===== src/rtl/rat_recovery_seq.sv =====
// rat_recovery_seq: recovery sequencer for the rename stage.
// On a flush it snapshots the committed RAT, replays it into the front RAT
// one entry per cycle, rebuilds the physical free mask from the same
// snapshot, and holds rename stalled until the sequence is over.
module rat_recovery_seq #(
  parameter int ARCH_REGS = 32,
  parameter int PHY_WIDTH = 6,
  parameter int PHY_REGS  = 64
) (
  input  logic                           clk,
  input  logic                           rst,
  input  logic                           flush_req,
  input  logic [PHY_WIDTH*ARCH_REGS-1:0] back_rat,
  output logic                           rename_stall,
  output logic                           frat_we,
  output logic [$clog2(ARCH_REGS)-1:0]   frat_waddr,
  output logic [PHY_WIDTH-1:0]           frat_wdata,
  output logic                           free_mask_valid,
  output logic [PHY_REGS-1:0]            free_mask,
  output logic                           recovery_done,
  output logic                           map_err
);

  localparam int IDX_W = $clog2(ARCH_REGS);

  typedef enum logic [1:0] {
    IDLE,
    COPY,
    REBUILD,
    DONE
  } state_t;

  state_t                         state;
  logic [IDX_W-1:0]               idx;
  logic [PHY_WIDTH*ARCH_REGS-1:0] snapshot;
  logic [PHY_REGS-1:0]            used_mask;
  logic [PHY_REGS-1:0]            free_mask_q;
  logic                           map_err_q;

  logic [PHY_WIDTH-1:0]           cur_phys;
  logic                           cur_in_range;
  logic [PHY_REGS-1:0]            cur_bit;
  logic                           cur_dup;
  logic                           last_entry;

  // Entry being copied this cycle, and whether it is a legal, unused phys reg.
  // An out-of-range entry contributes no mask bit so it cannot corrupt the free list.
  assign cur_phys     = snapshot[int'(idx)*PHY_WIDTH +: PHY_WIDTH];
  assign cur_in_range = ({{(32-PHY_WIDTH){1'b0}}, cur_phys} < 32'(PHY_REGS));
  assign cur_bit      = cur_in_range ? (PHY_REGS'(1) << cur_phys) : '0;
  assign cur_dup      = |(used_mask & cur_bit);
  assign last_entry   = (idx == IDX_W'(ARCH_REGS - 1));

  // Outputs decode from the registered state; the stall also covers the flush
  // cycle itself so no rename slips through before the FSM leaves IDLE.
  assign rename_stall    = flush_req | (state != IDLE);
  assign frat_we         = (state == COPY);
  assign frat_waddr      = (state == COPY) ? idx : '0;
  assign frat_wdata      = (state == COPY) ? cur_phys : '0;
  assign free_mask_valid = (state == REBUILD);
  assign free_mask       = free_mask_q;
  assign recovery_done   = (state == DONE);
  assign map_err         = map_err_q;

  // Recovery FSM: a flush in any state (re)starts from a fresh snapshot; the
  // final free mask is latched on the last copy so it already includes that entry.
  always_ff @(posedge clk or posedge rst) begin
    if (rst) begin
      state       <= IDLE;
      idx         <= '0;
      snapshot    <= '0;
      used_mask   <= '0;
      free_mask_q <= '0;
      map_err_q   <= 1'b0;
    end else if (flush_req) begin
      state     <= COPY;
      idx       <= '0;
      snapshot  <= back_rat;
      used_mask <= '0;
      map_err_q <= 1'b0;
    end else begin
      case (state)
        COPY: begin
          used_mask <= used_mask | cur_bit;
          if (!cur_in_range || cur_dup) begin
            map_err_q <= 1'b1;
          end
          if (last_entry) begin
            free_mask_q <= ~(used_mask | cur_bit);
            state       <= REBUILD;
          end else begin
            idx <= idx + IDX_W'(1);
          end
        end
        REBUILD: state <= DONE;
        DONE:    state <= IDLE;
        default: state <= IDLE;
      endcase
    end
  end

endmodule

===== config.mk =====
export PLATFORM = sky130hd
export DESIGN_NAME = rat_recovery_seq
export DESIGN_NICKNAME = d
export VERILOG_FILES = /design/src/rtl/rat_recovery_seq.sv
export SDC_FILE = /design/constraint.sdc
export NUM_CORES = 1
export LEC_CHECK = 0
export ABC_AREA = 1
export BUFFER_PORTS_ARGS = -buffer_cell sky130_fd_sc_hd__clkbuf_2
export CORE_MARGIN = 4
export CORE_UTILIZATION = 45
export CTS_BUF_LIST = sky130_fd_sc_hd__clkbuf_8
export DETAILED_ROUTE_END_ITERATION = 16
export GPL_ROUTABILITY_DRIVEN = 1
export PLACE_DENSITY = 0.74
export SLEW_MARGIN = 30
export SYNTH_ARGS = -nofsm -noshare
export SYNTH_HDL_FRONTEND = slang
export SYNTH_SLANG_ARGS = --single-unit

===== constraint.sdc =====
create_clock -name clk -period 14.5 [get_ports clk]
set_input_delay 4.35 -clock clk [delete_from_list [all_inputs] [get_ports clk]]
set_output_delay 4.35 -clock clk [all_outputs]
set_load 0.05 [all_outputs]

==> results.ini, run 1 <==
[power]
ir_drop_v=0.0001426
leakagePower_nw=9.787
power_frac_clock=0.283
p_int_mw=1.660
power.density_mw_per_mm2=159.9
switchingPower_mw=1.254
swShare=0.4303
p_comb_frac=0.363
seqPwrFrac=0.353

[drt]
drc=0
wirelength_mm=47.35
routedWlPerCell_um=17.32
postRouteAntennaNets=0
num_vias=14540
drtIter0Drc=1363
firstDrtPassIters=5
viasPerCell=5.319

[yosys]
yosysSeqAreaShare=0.5243
synth_edf_count=0
ys_ff_latch=328
async_flop_share=1.000
syn_inst=2024
avgSynthCellArea_sq_um=7.735
synth_ff_type=dfrtp_1
syn_area_sq_mm=0.01566
yosysWarnings=0
ys_types=32
synth_nets=2225

[timing]
hold_violations=0
max_clock_freq_mhz=98.03
maxSlewViolCount=0
rsz0062_at_grt=no
post-route-min-period_ps=10200
finalSetupViolCount=0
finalCritPeriodShare=0.7035
worstMarginPinSlew_ps=887.4
max_slew_margin=0.4084
setup_ws_ps=4299
setup_tns_ps=0
skew_ps=25.59

[setup_path]
required_ps=10150
rr_endpoint=free_mask[29]
startpoint=flush_req
crit_arrival_ps=5850
r2r_cells=10
reg2reg_setup_slack_ps=9770
timing.rr.start=state[1]
crit_fanout=84
setup.worst_path.end=rename_stall
path_class=primary input to output port
start_kind=primary input
end_kind=output port

[floorplanning]
die_x_um=194.5
ioPinCount=275
core_sq_mm=0.03446
die_h_um=194.5
start_util=0.4544
dieArea_sq_mm=0.03784
num_rows=68

[cts]
clk_latency_ps=650
cts_made_buffers=55
cts_tree=done
clkTransAtPathRegs_ps=60
cts.path.max_buffers=3
cts_setup_buffers=0
cts-htree-levels=2
cts_sinks=328
postCtsResizedCells=0
root_buffer=clkbuf_8
holdBufCountCts=0

[global_routing]
grt_pass1_wl_mm=75.17
antenna_found_initial=1
grt_usage=0.2440
grt_pass1_vias=14080
overflow=0
grt_max_degree=110

[cells_and_area]
fillers=3336
regArea_sq_mm=0.008212
final_common_cell=nand2_1
multi_input_area_sq_mm=0.006386
num_antenna_cells=0
final_cell_mix=nand2_1, dfrtp_1, clkbuf_2
layout-drive-gt1-share=0.1755
synthToLayoutAreaGrowth_pct=16.40
nNetsFinal=2439

[worst_hold_path]
hold_path_class=register to register

[place]
dp_slack_ps=4350
dp_hpwl_mm=31.63
io_buffer_count=274
gp_congestion=0.8772

[run]
cap_viol_max_count=0

[outcome]
outcome=finished clean

state kept, by name (all words and copies together), names as in the netlist:
register,cells
free_mask,64
idx,5
map_err,1
snapshot,192
state,2
used_mask,64
critical path, cell delays in order:
cell      delay, ps
clkbuf_8        280
inv_4           710
nand2_1         110
clkbuf_2        270
area by class of cell:
cell class                      instances  area share
Inverter                              118     0.02506
Timing Repair Buffer                  288     0.08253
Multi-Input combinational cell       1447      0.3504
Sequential cell                       328      0.4506
Clock inverter                         30    0.008788
Tap cell                              455     0.03124
Clock buffer                           68     0.05136
worst min-delay path by stage:
| stage | start | end | slack (ps) | depth (start not counted) |
|---|---|---|---|---|
| 6_report | snapshot[47] | snapshot[47] | 470 | 2 |
| 5_1_grt | snapshot[143] | snapshot[143] | 490 | 2 |
| 4_1_cts | used_mask[53] | free_mask[53] | 460 | 1 |
| 3_5_place_dp | snapshot[58] | snapshot[58] | 450 | 2 |
| 3_3_place_gp | snapshot[143] | snapshot[143] | 450 | 2 |
| 2_1_floorplan | snapshot[166] | snapshot[166] | 440 | 2 |
stage by stage:
stage	total power [mW]	util	hold WS (ps)	std cells	cell area [sq um]
final	2.914	0.5289	466.6	2734	18220
after global routing	3.079	0.5289	486.0	2734	18220
after CTS	2.917	0.5284	460.0	2734	18210
after detailed placement	2.081	0.4966	453.6	2636	17110
after global placement	2.066	0.4963	447.7	2636	17100
after floorplan	1.839	-	436.6	2024	15660
Yosys cell counts (9+ instances only):
cell      number  area share
buf_6         10      0.0072
o22ai_1       52       0.021
nand3_1      168       0.054
nand2_1      904        0.22
o21ai_1       18      0.0058
nand4_1       59       0.024
buf_2         31      0.0099
a21oi_1       31      0.0099
o211ai_1      14      0.0067
nor2_1        87       0.021
o21ai_0       61       0.019
a22o_1        13      0.0073
clkbuf_1      78       0.019
o31ai_1       13      0.0062
inv_1        109       0.026
dfrtp_1      328        0.52
nor2_2         9      0.0036
cell families (layout without fill, tap and decap cells):
family	Yosys count	in the layout	share of synthesized area
adders and majority gates	6	6	0.004795
xor gates and xnor gates	1	1	0.0005595
DFF	328	328	0.5243
AOI/OAI and AO/OA	202	202	0.07616
buffers and inverters	249	504	0.06881
and+or+nand+nor	1238	1238	0.3254
power groups by stage:
stage / Combinational (mW) / Clock (mW) / Sequential, mW
CTS: 1.04 / 0.846 / 1.03
detailed placement: 1.04 / 0 / 1.04
floorplan: 0.797 / 0 / 1.04
global placement: 1.03 / 0 / 1.04
global route: 1.16 / 0.884 / 1.04
finish: 1.06 / 0.826 / 1.03
routing by layer:
layer | vias up | track usage | part of all wire
li1 | 6938 | - | -
met1 | 6850 | 0.3417 | 0.43
met2 | 658 | 0.3826 | 0.46
met3 | 95 | 0.04646 | 0.083
met4 | 0 | 0.08620 | 0.031
met5 | - | 0 | 0
(Power assumes the default switching activity.)
==> run 2, diff against run 1 <==
==> constraint.sdc (replaced) <==
create_clock -name clk -period 9.9 [get_ports clk]
set_input_delay 2.97 -clock clk [delete_from_list [all_inputs] [get_ports clk]]
set_output_delay 2.97 -clock clk [all_outputs]
set_load 0.05 [all_outputs]
==> results.ini, run 2 (same netlist as run 1, synthesis figures left out) <==
[power]
p_int_mw=2.478  ; +49%
swShare=0.4251  ; -0.005183
seqPwrFrac=0.351  ; -0.002
power_frac_clock=0.289  ; +0.006
p_comb_frac=0.360  ; -0.003
ir_drop_v=0.0002473  ; +73%
power.density_mw_per_mm2=234.8  ; +47%
switchingPower_mw=1.832  ; +46%
leakagePower_nw=9.837  ; +0.51%

[global_routing]
overflow=0  ; unchanged
grt_pass1_vias=14280  ; +1.4%
grt_usage=0.2455  ; +0.001538
antenna_found_initial=1  ; unchanged
grt_max_degree=170  ; +55%
grt_pass1_wl_mm=75.93  ; +1.0%

[floorplanning]
die_x_um=194.5  ; unchanged
core_sq_mm=0.03446  ; unchanged
ioPinCount=275  ; unchanged
num_rows=68  ; unchanged
start_util=0.4544  ; unchanged
die_h_um=194.5  ; unchanged
dieArea_sq_mm=0.03784  ; unchanged

[cts]
cts-htree-levels=2  ; unchanged
cts.path.max_buffers=3  ; unchanged
clkTransAtPathRegs_ps=60  ; about the same
postCtsResizedCells=0  ; unchanged
cts_tree=done
holdBufCountCts=0  ; unchanged
cts_made_buffers=55  ; unchanged
cts_setup_buffers=0  ; unchanged
root_buffer=clkbuf_8
cts_sinks=328  ; unchanged
clk_latency_ps=620  ; -30 ps

[run]
cap_viol_max_count=0  ; unchanged

[timing]
maxSlewViolCount=0  ; unchanged
finalCritPeriodShare=0.7562
hold_violations=0  ; unchanged
skew_ps=35.12  ; +9.528 ps
finalSetupViolCount=0  ; unchanged
rsz0062_at_grt=no
max_clock_freq_mhz=133.6
worstMarginPinSlew_ps=882.6  ; -4.783 ps
max_slew_margin=0.4116  ; +0.003189
post-route-min-period_ps=7486
setup_tns_ps=0  ; unchanged
setup_ws_ps=2414  ; -1885 ps

[place]
placed_cell_area_sq_mm=0.01716  ; +0.27%
io_buffer_count=274  ; unchanged
gp_congestion=0.9120  ; +4.0%
dp_slack_ps=2218  ; -2132 ps
post-place-cells=2638  ; +0.076%
dp_hpwl_mm=32.33  ; +2.2%

[worst_hold_path]
hold_path_class=register to register
holdPathStages=2  ; unchanged

[setup_path]
path_class=primary input to output port
reg2reg_setup_slack_ps=5300  ; -4470 ps
rr_endpoint=free_mask[22]
start_kind=primary input
crit_fanout=104  ; +24%
required_ps=6930  ; -3220 ps
timing.rr.start=state[1]
crit_arrival_ps=4520  ; -1330 ps
startpoint=flush_req
end_kind=output port
r2r_cells=10  ; unchanged
setup.worst_path.end=rename_stall

[cells_and_area]
layout-drive-gt1-share=0.1778  ; +0.002321
final_cell_mix=nand2_1, dfrtp_1, clkbuf_2
largest_register=snapshot
largest_reg_flops=192  ; unchanged
final_common_cell=nand2_1
synthToLayoutAreaGrowth_pct=17.25
num_antenna_cells=0  ; unchanged
stdcell_count=2738  ; +0.15%
nNetsFinal=2442  ; +0.12%
design_area_sq_mm=0.01836  ; +0.73%

[drt]
num_vias=14610  ; +0.47%
viasPerCell=5.336  ; +0.32%
routedWlPerCell_um=17.43  ; +0.67%
wirelength_mm=47.74  ; +0.82%
drc=0  ; unchanged
postRouteAntennaNets=0  ; unchanged
firstDrtPassIters=5  ; unchanged
drtIter0Drc=1357  ; -0.44%

[outcome]
outcome=finished clean

==> run 2: cell count changes in the layout (fill, tap and decap cells not counted), sizes merged <==
cell / change
inv: -2
clkinv: -3
buf: +4
clkbuf: +4
clkinvlp: +1
==> run 2: how the worst min path moves through the flow <==
stage | from | slack (ps) | endpoint
after floorplan | snapshot[166] | 440 | snapshot[166]
after global placement | snapshot[131] | 450 | snapshot[131]
after detailed placement | snapshot[131] | 450 | snapshot[131]
after CTS | snapshot[131] | 470 | snapshot[131]
after global routing | snapshot[44] | 480 | snapshot[44]
final | snapshot[131] | 470 | snapshot[131]
==> run 2: power by group through the flow <==
stage	Clock, mW	Combinational, mW	Sequential (mW)
finish	1.25	1.55	1.51
global placement	0	1.50	1.53
global route	1.33	1.69	1.52
floorplan	0	1.17	1.53
CTS	1.27	1.53	1.51
detailed placement	0	1.53	1.53
==> run 2: cell type report <==
cell class / instances / area [sq um]
Fill cell: 3299 / 16100
Clock buffer: 73 / 1005
Multi-Input combinational cell: 1447 / 6381
Inverter: 118 / 457.9
Tap cell: 455 / 569.3
Timing Repair Buffer: 291 / 1580
Sequential cell: 328 / 8212
Clock inverter: 26 / 151.4
==> run 2: layer usage <==
| metal | global-route usage | wire (um) |
|---|---|---|
| met5 | 0 | 0 |
| met2 | 0.3870 | 22190 |
| met1 | 0.3489 | 20480 |
| met4 | 0.07865 | 1450 |
| met3 | 0.04195 | 3615 |
==> run 2: worst max-delay path: stages <==
cell	delay, ps
buf_8	300
buf_16	350
inv_6	300
nand2_1	140
clkbuf_2	290
==> run 2: through the flow <==
step	power (mW)	utilization	hold slack, ps
floorplan	2.694	-	436.6
detailed placement	3.059	0.4979	453.8
finish	4.310	0.5327	468.7
global route	4.544	0.5327	482.1
CTS	4.314	0.5314	470.7
global placement	3.031	0.4962	448.7
==> run 3, diff against run 2 <==
--- a/config.mk
+++ b/config.mk
@@ -12,7 +12,7 @@
 export CTS_BUF_LIST = sky130_fd_sc_hd__clkbuf_8
 export DETAILED_ROUTE_END_ITERATION = 16
 export GPL_ROUTABILITY_DRIVEN = 1
-export PLACE_DENSITY = 0.74
+export PLACE_DENSITY = 0.77
 export SLEW_MARGIN = 30
 export SYNTH_ARGS = -nofsm -noshare
 export SYNTH_HDL_FRONTEND = slang
==> constraint.sdc (replaced) <==
create_clock -name clk -period 6.4 [get_ports clk]
set_input_delay 1.92 -clock clk [delete_from_list [all_inputs] [get_ports clk]]
set_output_delay 1.92 -clock clk [all_outputs]
set_load 0.05 [all_outputs]
==> results.ini, run 3 (same netlist as run 1, synthesis figures left out) <==
[outcome]
outcome=finished clean

[cells_and_area]
final_common_cell=nand2_1
nNetsFinal=2445  ; +0.12%
synthToLayoutAreaGrowth_pct=17.11
largest_register=snapshot
final_cell_mix=nand2_1, dfrtp_1, clkbuf_2
design_area_sq_mm=0.01834  ; -0.12%
layout-drive-gt1-share=0.1747  ; -0.003143
multi_input_area_sq_mm=0.006379  ; about the same
fillers=3254  ; -1.4%
stdcell_count=2739  ; +0.037%
largest_reg_flops=192  ; unchanged
regArea_sq_mm=0.008212  ; unchanged
num_antenna_cells=0  ; unchanged

[cts]
cts_sinks=328  ; unchanged
cts_setup_buffers=0  ; unchanged
cts_made_buffers=55  ; unchanged
postCtsResizedCells=0  ; unchanged
clk_latency_ps=610  ; about the same
cts_tree=done
holdBufCountCts=0  ; unchanged
clkTransAtPathRegs_ps=70  ; about the same
cts-htree-levels=2  ; unchanged
root_buffer=clkbuf_8
cts.path.max_buffers=3  ; unchanged

[floorplanning]
die_h_um=194.5  ; unchanged
dieArea_sq_mm=0.03784  ; unchanged
ioPinCount=275  ; unchanged
core_sq_mm=0.03446  ; unchanged
start_util=0.4544  ; unchanged
die_x_um=194.5  ; unchanged
num_rows=68  ; unchanged

[place]
placed_cell_area_sq_mm=0.01715  ; about the same
dp_slack_ps=1361  ; -856.5 ps
gp_congestion=0.9519  ; +4.4%
dp_hpwl_mm=32.52  ; +0.61%
io_buffer_count=274  ; unchanged
post-place-cells=2640  ; +0.076%

[timing]
setup_ws_ps=788.7  ; -1625 ps
setup_tns_ps=0  ; unchanged
worstMarginPinSlew_ps=981.3  ; +98.77 ps
rsz0062_at_grt=no
post-route-min-period_ps=5611
skew_ps=44.52  ; +9.402 ps
maxSlewViolCount=0  ; unchanged
max_slew_margin=0.3448  ; -0.06680
finalCritPeriodShare=0.8768
max_clock_freq_mhz=178.2
hold_violations=0  ; unchanged
finalSetupViolCount=0  ; unchanged

[global_routing]
grt_max_degree=168  ; -1.2%
overflow=0  ; unchanged
grt_pass1_vias=14460  ; +1.3%
grt_pass1_wl_mm=76.98  ; +1.4%
antenna_found_initial=0  ; -1
grt_usage=0.2479  ; +0.002412

[drt]
postRouteAntennaNets=0  ; unchanged
drc=0  ; unchanged
drtIter0Drc=1657  ; +22%
num_vias=14780  ; +1.2%
viasPerCell=5.396  ; +1.1%
wirelength_mm=47.98  ; +0.52%
routedWlPerCell_um=17.52  ; +0.48%
firstDrtPassIters=6  ; +1

[power]
power.density_mw_per_mm2=361.8  ; +54%
ir_drop_v=0.0002949  ; +19%
leakagePower_nw=9.848  ; +0.11%

[setup_path]
end_kind=output port
path_class=register to output port
rr_endpoint=map_err
r2r_cells=18  ; +8
timing.rr.start=idx[1]
start_kind=register
required_ps=4480  ; -2450 ps
reg2reg_setup_slack_ps=1900  ; -3400 ps
crit_fanout=66  ; -37%
crit_arrival_ps=3690  ; -830 ps

[worst_hold_path]
worstHoldStart=used_mask[39]
hold_path_class=register to register
holdPathStages=1  ; -1
hold_end=free_mask[39]

[run]
cap_viol_max_count=0  ; unchanged

==> run 3: metrics by stage <==
step / hold slack (ps) / power, mW / util
after CTS: 469.0 / 6.604 / 0.5304
final: 459.3 / 6.634 / 0.5321
after global routing: 488.2 / 7.009 / 0.5321
after detailed placement: 455.4 / 4.724 / 0.4978
after global placement: 452.3 / 4.673 / 0.4978
after floorplan: 436.6 / 4.168 / -
==> run 3: worst max-delay path: stages, from the launching register on <==
cell,delay (ps)
dfrtp_4,680
buf_4,640
a21oi_1,120
o21ai_1,110
nand3_1,100
nand2_1,90
nand2_1,50
nand2_1,90
nand2_1,50
nand2_1,440
inv_2,260
nor2_1,150
clkbuf_2,290
==> run 3: how the worst max path moves through the flow <==
| stage | cells after the start | from | slack (ps) | endpoint |
|---|---|---|---|---|
| finish | 12 | idx[0] | 790 | frat_wdata[3] |
| global route | 12 | idx[0] | 520 | frat_wdata[3] |
| CTS | 12 | idx[0] | 720 | frat_wdata[3] |
| detailed placement | 12 | idx[0] | 1360 | frat_wdata[3] |
| global placement | 12 | idx[0] | 1450 | frat_wdata[3] |
| floorplan | 1 | rst | 100 | free_mask[0] |
==> run 3: final cells by class <==
cell class	instances	share of cell area
timing repair buffer	294	0.08701
multi-input combinational	1447	0.3479
clock inverter	26	0.007984
tap	455	0.03105
clock buffer	71	0.05330
sequential	328	0.4479
inverter	118	0.02491
==> run 3: power breakdown <==
| part | total [mW] | leakage, nW | switching (mW) | internal, mW |
|---|---|---|---|---|
| Clock | 1.88 | 0.657 | 0.850 | 1.03 |
| Combinational | 2.39 | 4.99 | 1.85 | 0.541 |
| Sequential | 2.37 | 4.20 | 0.125 | 2.24 |
==> run 3: layer usage <==
metal,part of all wire,track usage,wire length (um)
met1,0.42,0.3412,20030
met2,0.46,0.3910,21900
met3,0.085,0.04472,4062
met4,0.041,0.1010,1986
met5,0,0,0
